--- src/rtl/dll_cmd_issue.sv ---
// dll_cmd_issue: command front-end for the doubly linked list.
// Checks each command against the list status flags. Legal commands go out as
// single-cycle cmd_pass strobes and illegal ones are answered with an error.
// Every accepted command gets exactly one response, in acceptance order.
// A small response FIFO with a registered head entry holds the responses.
// The block also sequences the clear-all operation with the list.
module dll_cmd_issue #(
    parameter int RSP_DEPTH = 2,
    parameter int OP_W      = 2,
    parameter int ID_W      = 2,
    parameter int DATA_W    = 8,
    parameter int OP_PUSH_B = 1,
    parameter int N_LISTS   = 1 << ID_W
) (
    input  logic              clk,
    input  logic              rst,
    input  logic              in_vld,
    output logic              in_rdy,
    input  logic [OP_W-1:0]   in_op,
    input  logic [ID_W-1:0]   in_id,
    input  logic [DATA_W-1:0] in_data,
    output logic              rsp_vld,
    input  logic              rsp_rdy,
    output logic [DATA_W-1:0] rsp_data,
    output logic              rsp_err,
    input  logic              clear_req,
    output logic              clear_ack,
    output logic              cmd_pass,
    output logic [OP_W-1:0]   cmd_op,
    output logic [ID_W-1:0]   cmd_id,
    output logic [DATA_W-1:0] cmd_push_data,
    input  logic [DATA_W-1:0] cmd_pop_data,
    input  logic              cmd_pop_data_vld_r,
    output logic              clear,
    input  logic              full_r,
    input  logic [N_LISTS-1:0] nempty_r,
    input  logic              busy_r
);

    localparam int CNT_W = $clog2(RSP_DEPTH + 1);
    localparam int SUM_W = CNT_W + 1;
    localparam int BUF_D = RSP_DEPTH - 1;

    typedef enum logic [1:0] {
        ST_RUN   = 2'd0,
        ST_DRAIN = 2'd1,
        ST_CLR   = 2'd2,
        ST_WAITB = 2'd3
    } state_t;

    // Each FIFO entry is {err, data}.
    state_t              state_q, state_d;
    logic                gap_q, gap_d;
    logic                inflight_q, inflight_d;
    logic                clear_q, clear_d;
    logic                clear_ack_q, clear_ack_d;
    logic                head_vld_q, head_vld_d;
    logic [DATA_W:0]     head_ent_q, head_ent_d;
    logic [DATA_W:0]     buf_q [BUF_D];
    logic [DATA_W:0]     buf_d [BUF_D];
    logic [CNT_W-1:0]    buf_cnt_q, buf_cnt_d;

    logic [SUM_W-1:0]    used_s;
    logic                in_rdy_s;
    logic                acc_s;
    logic                is_push_s;
    logic                reject_s;
    logic                pass_s;
    logic                pop_ret_s;
    logic                enq_s;
    logic [DATA_W:0]     enq_ent_s;
    logic                deq_s;
    logic                buf_pop_s;
    logic                enq_to_buf_s;
    logic [CNT_W-1:0]    wr_idx_s;

    // Acceptance, legality check and response source selection.
    always_comb begin
        used_s    = SUM_W'(head_vld_q) + SUM_W'(buf_cnt_q) + SUM_W'(inflight_q);
        in_rdy_s  = !rst && (state_q == ST_RUN) && !busy_r && !gap_q &&
                    (used_s < SUM_W'(RSP_DEPTH)) && !clear_req;
        acc_s     = in_vld && in_rdy_s;
        is_push_s = in_op[OP_PUSH_B];
        if (is_push_s) begin
            reject_s = acc_s && full_r;
        end else begin
            reject_s = acc_s && !nempty_r[in_id];
        end
        pass_s    = acc_s && !reject_s;
        // Pop data is only honoured while a pop is really outstanding.
        pop_ret_s = cmd_pop_data_vld_r && inflight_q;
        enq_s     = (acc_s && (reject_s || is_push_s)) || pop_ret_s;
        if (pop_ret_s) begin
            enq_ent_s = {1'b0, cmd_pop_data};
        end else begin
            enq_ent_s = {reject_s, {DATA_W{1'b0}}};
        end
        gap_d = pass_s;
        if (pass_s && !is_push_s) begin
            inflight_d = 1'b1;
        end else if (pop_ret_s) begin
            inflight_d = 1'b0;
        end else begin
            inflight_d = inflight_q;
        end
    end

    // Response FIFO: refill the registered head first, overflow into the buffer.
    always_comb begin
        head_vld_d   = head_vld_q;
        head_ent_d   = head_ent_q;
        buf_d        = buf_q;
        buf_pop_s    = 1'b0;
        enq_to_buf_s = 1'b0;
        deq_s        = head_vld_q && rsp_rdy;
        if (!head_vld_q || deq_s) begin
            if (buf_cnt_q != '0) begin
                head_vld_d   = 1'b1;
                head_ent_d   = buf_q[0];
                buf_pop_s    = 1'b1;
                enq_to_buf_s = enq_s;
            end else if (enq_s) begin
                head_vld_d = 1'b1;
                head_ent_d = enq_ent_s;
            end else begin
                head_vld_d = 1'b0;
            end
        end else begin
            enq_to_buf_s = enq_s;
        end
        if (buf_pop_s) begin
            for (int i = 0; i < BUF_D - 1; i++) begin
                buf_d[i] = buf_q[i + 1];
            end
        end else begin
            buf_d = buf_q;
        end
        wr_idx_s = buf_cnt_q - CNT_W'(buf_pop_s);
        for (int i = 0; i < BUF_D; i++) begin
            buf_d[i] = (enq_to_buf_s && (wr_idx_s == CNT_W'(i))) ? enq_ent_s : buf_d[i];
        end
        buf_cnt_d = buf_cnt_q - CNT_W'(buf_pop_s) + CNT_W'(enq_to_buf_s);
    end

    // Clear sequencing FSM: drain outstanding work, strobe clear, wait for idle.
    always_comb begin
        state_d     = state_q;
        clear_ack_d = 1'b0;
        case (state_q)
            ST_RUN: begin
                if (clear_req) begin
                    state_d = ST_DRAIN;
                end else begin
                    state_d = ST_RUN;
                end
            end
            ST_DRAIN: begin
                if (!inflight_q && !gap_q && !busy_r) begin
                    state_d = ST_CLR;
                end else begin
                    state_d = ST_DRAIN;
                end
            end
            ST_CLR: begin
                state_d = ST_WAITB;
            end
            ST_WAITB: begin
                if (!busy_r) begin
                    state_d     = ST_RUN;
                    clear_ack_d = 1'b1;
                end else begin
                    state_d = ST_WAITB;
                end
            end
            default: begin
                state_d = ST_RUN;
            end
        endcase
        clear_d = (state_d == ST_CLR);
    end

    // State, FIFO and control registers.
    always_ff @(posedge clk or posedge rst) begin
        if (rst) begin
            state_q     <= ST_RUN;
            gap_q       <= 1'b0;
            inflight_q  <= 1'b0;
            clear_q     <= 1'b0;
            clear_ack_q <= 1'b0;
            head_vld_q  <= 1'b0;
            head_ent_q  <= '0;
            buf_cnt_q   <= '0;
            for (int i = 0; i < BUF_D; i++) begin
                buf_q[i] <= '0;
            end
        end else begin
            state_q     <= state_d;
            gap_q       <= gap_d;
            inflight_q  <= inflight_d;
            clear_q     <= clear_d;
            clear_ack_q <= clear_ack_d;
            head_vld_q  <= head_vld_d;
            head_ent_q  <= head_ent_d;
            buf_cnt_q   <= buf_cnt_d;
            buf_q       <= buf_d;
        end
    end

    assign in_rdy        = in_rdy_s;
    assign cmd_pass      = pass_s;
    assign cmd_op        = in_op;
    assign cmd_id        = in_id;
    assign cmd_push_data = in_data;
    assign rsp_vld       = head_vld_q;
    assign rsp_err       = head_ent_q[DATA_W];
    assign rsp_data      = head_ent_q[DATA_W-1:0];
    assign clear         = clear_q;
    assign clear_ack     = clear_ack_q;

endmodule

--- config.mk ---
export PLATFORM = sky130hd
export DESIGN_NAME = dll_cmd_issue
export DESIGN_NICKNAME = d
export VERILOG_FILES = /design/src/rtl/dll_cmd_issue.sv
export SDC_FILE = /design/constraint.sdc
export NUM_CORES = 1
export LEC_CHECK = 0
export CAP_MARGIN = 0
export CORE_MARGIN = 2
export CORE_UTILIZATION = 45
export CTS_BUF_LIST = sky130_fd_sc_hd__clkbuf_4
export DETAILED_ROUTE_END_ITERATION = 10
export PLACE_DENSITY = 0.92
export SYNTH_ARGS = -nofsm -noshare
export SYNTH_HDL_FRONTEND = slang
export SYNTH_SLANG_ARGS = --single-unit
--- constraint.sdc ---
create_clock -name clk -period 2.7 [get_ports clk]
set_input_delay 0.27 -clock clk [delete_from_list [all_inputs] [get_ports clk]]
set_output_delay 0.27 -clock clk [all_outputs]
set_load 0.01 [all_outputs]
==> qor.csv <==
stage,metric,value,unit
status,outcome,finished clean,
global_routing,initial_antenna_violation_count,0,
floorplanning,die-height,61.60,µm
yosys,postSynthRegisterBits,27,
yosys,synthesis.instances,134,
final_layout,layout.cells.non_filler,208,
timing,fmaxAchievable,0.3924,GHz
clock_network,post_cts.repair.setup_buffers,0,
timing,post-route-worst-setup-slack,151.9,ps
timing,timing.final.max_slew_violations,0,
floorplanning,rows,20,
clock_network,cts_num_sinks,27,
final_layout,fillCellCount,276,
placed_design,io_buffer_count,39,
critical_path,worst_setup_path_end_kind,primary output,
final_layout,layout.area.seq,675.6,µm²
global_routing,grt_usage,17.49,%
clock_network,max-clock-path-buffers,2,
power_and_ir_drop,combinational_fraction_of_design_power,46.3,%
placed_design,place.detailed.instances,204,
global_routing,globalRoute.totalOverflow,0,
power_and_ir_drop,finalPower,1463,µW
hold_path,min-delay-path-class,in2async,
detailed_routing,drt-initial-drc-count,63,
yosys,syn_nets,169,
floorplanning,die_width,61.60,µm
power_and_ir_drop,internal-power,957.0,µW
timing,final.setup.tns,0,ps
power_and_ir_drop,seq_power_share,41.1,%
global_routing,grt_pass1_vias,1011,
placed_design,post_dp_hpwl,2380,µm
timing,period_share,94.37,%
critical_path,timing.critical_path.from_type,flop,
timing,skew,3.720,ps
detailed_routing,route.detailed.drc,0,
yosys,synth_warnings,0,
yosys,synth_area_leaders,"sky130_fd_sc_hd__dfrtp_1, sky130_fd_sc_hd__mux2_4, sky130_fd_sc_hd__buf_4, sky130_fd_sc_hd__a32o_1, sky130_fd_sc_hd__nand2_1",
detailed_routing,detailroute.via_count,1102,
power_and_ir_drop,p_leak,0.0008032,µW
critical_path,worstSetupPathType,reg2out,
detailed_routing,routed_wl_per_cell,14.28,µm
timing,rsz0062_at_grt,false,
detailed_routing,via_per_inst,5.298,
power_and_ir_drop,switching_share,34.59,%
critical_path,worst-endpoint-arrival,2280,ps
timing,slew_headroom,54.32,%
floorplanning,design.die.area,3794,µm²
clock_network,post_cts.resized_instances,0,
yosys,post_synth_instance_area,1493,µm²
placed_design,finalWeightedCongestion,0.8546,
final_layout,num_antenna_cells,0,
timing,transition_time_of_the_tightest_slew_check_pin,685.2,ps
final_layout,area.growth.synth_to_final,25.23,%
final_layout,mostFrequentLayoutCell,sky130_fd_sc_hd__clkdlybuf4s50_1,
clock_network,clk_pin_slew_worst_paths,140,ps
power_and_ir_drop,power.net_switching,506.1,µW
clock_network,cts-hold-fix-buffers,0,
floorplanning,core-area,3103,µm²
power_and_ir_drop,share_clk_of_total_power,12.5,%
critical_path,worst-path-max-fanout,6,
job,max_cap_violations,0,
detailed_routing,drt_pre_antenna_iters,4,
floorplanning,initial_core_util,48.10,%
yosys,synth_sequential_area_ratio,45.26,%
final_layout,final_layout_size_suffix_gt1_share,19.51,%
clock_network,clock_insertion_delay_worst_skew,320,ps
clock_network,cts_tree,built,
detailed_routing,antenna_violating_nets_post_route,0,
placed_design,post-place-ws,89.11,ps
global_routing,grt_start_max_net_pins,22,
yosys,synth_area_per_cell,11.14,µm²
final_layout,multiInputGateArea,673.1,µm²
clock_network,clockRootBuffer,sky130_fd_sc_hd__clkbuf_4,
power_and_ir_drop,power.density,782.7,nW/µm²
detailed_routing,wirelength,2970,µm
clock_network,number_of_h_tree_branching_levels,1,
timing,hold_viol,0,
critical_path,timing.critical_path.required,2430,ps
timing,finalCriticalPeriod,2548,ps
final_layout,layout_common_cells,"sky130_fd_sc_hd__clkdlybuf4s50_1, sky130_fd_sc_hd__dfrtp_1, sky130_fd_sc_hd__nand2_1",
power_and_ir_drop,ir_worst_vdd,0.4622,mV
clock_network,cts-buffers-inserted,3,
timing,final-setup-viol-count,0,
global_routing,global_route_wire_length_before_repair,4685,µm
yosys,synth.distinct_cells,34,
yosys,synth_top_area_share,45.26,%
final_layout,final_net_count,200,
floorplanning,io_pins,58,
yosys,yosys.area.top_type,sky130_fd_sc_hd__dfrtp_1,
==> stage by stage <==
step / hold WS [ps] / util (%) / instance area (µm²)
floorplan: 322.7 / - / 1493
global placement: 473.4 / 59.27 / 1839
detailed placement: 490.4 / 59.27 / 1839
CTS: 327.5 / 60.24 / 1869
global route: 350.9 / 60.24 / 1869
finish: 318.7 / 60.24 / 1869
==> state kept, by name (all words and copies together) (netlist names), 2 cells and up <==
register and count:
head_ent_q 9, buf_q 9, buf_cnt_q 2, state_q 2
==> power by group through the flow <==
stage	registers, µW	clock network (µW)	logic [µW]
after global placement	601	0	652
after floorplan	623	0	427
after detailed placement	611	0	679
final	602	183	678
after global routing	615	207	742
after CTS	602	184	682
==> critical path: stages, from the launching register on <==
cell	delay [ps]
sky130_fd_sc_hd__dfrtp_1	470
sky130_fd_sc_hd__nor4_2	400
sky130_fd_sc_hd__nand4_2	260
sky130_fd_sc_hd__and2b_2	290
sky130_fd_sc_hd__clkdlybuf4s50_1	530
==> synth_stat cells (all sizes together) <==
| cell type | number |
|---|---|
| nand2b | 1 |
| nand2 | 20 |
| or2b | 1 |
| buf | 14 |
| and3 | 1 |
| xnor2 | 2 |
| a22oi | 1 |
| a221oi | 1 |
| o31ai | 1 |
| a21o | 1 |
| o22ai | 1 |
| nor3 | 1 |
| o41ai | 1 |
| clkbuf | 2 |
| a32o | 8 |
| nor4 | 3 |
| nor2 | 8 |
| mux2 | 12 |
| dfrtp | 27 |
| nor2b | 1 |
| nand4 | 1 |
| ha | 3 |
| and2b | 2 |
| or2 | 1 |
| and2 | 2 |
| o21ai | 12 |
| inv | 6 |
==> kinds of logic (layout without fill, tap and decap cells) <==
family / count (synthesis) / after routing / share of synthesized area, %
compound gates: 26 / 26 / 14.92
xor+xnor: 2 / 2 / 1.174
fa+ha+maj: 3 / 3 / 2.515
buf+inv: 22 / 52 / 9.639
flops: 27 / 27 / 45.26
mux: 12 / 12 / 11.57
simple gates: 42 / 42 / 14.92
==> final timing paths <==
path	startpoint	endpoint	slack, ps	depth (start not counted)
min	rst	buf_cnt_q[1]$_DFF_PP0_	320	2
max	state_q[1]$_DFF_PP0_	cmd_pass	150	4
max reg2reg	state_q[1]$_DFF_PP0_	head_ent_q[8]$_DFFE_PP0P_	570	5
min reg2reg	gap_q$_DFF_PP0_	clear$_DFF_PP0_	520	1
max in group asynchronous	rst	inflight_q$_DFFE_PP0P_	1800	3
min in group clk	gap_q$_DFF_PP0_	clear$_DFF_PP0_	520	1
==> routing by layer <==
metal	wire [µm]	track usage (%)	part of all wire [%]
met3	155	4.622	5.2
met2	1534	29.17	52
met5	0	0	0
met1	1214	20.71	41
met4	65	8.815	2.2
==> area by class of cell <==
type / count / area share, %
Clock buffer: 4 / 1.606
Inverter: 6 / 1.205
Multi-Input combinational cell: 85 / 36.01
Sequential cell: 27 / 36.14
Tap cell: 44 / 2.945
Timing Repair Buffer: 42 / 22.09
Power figures use the tool's default switching activity.
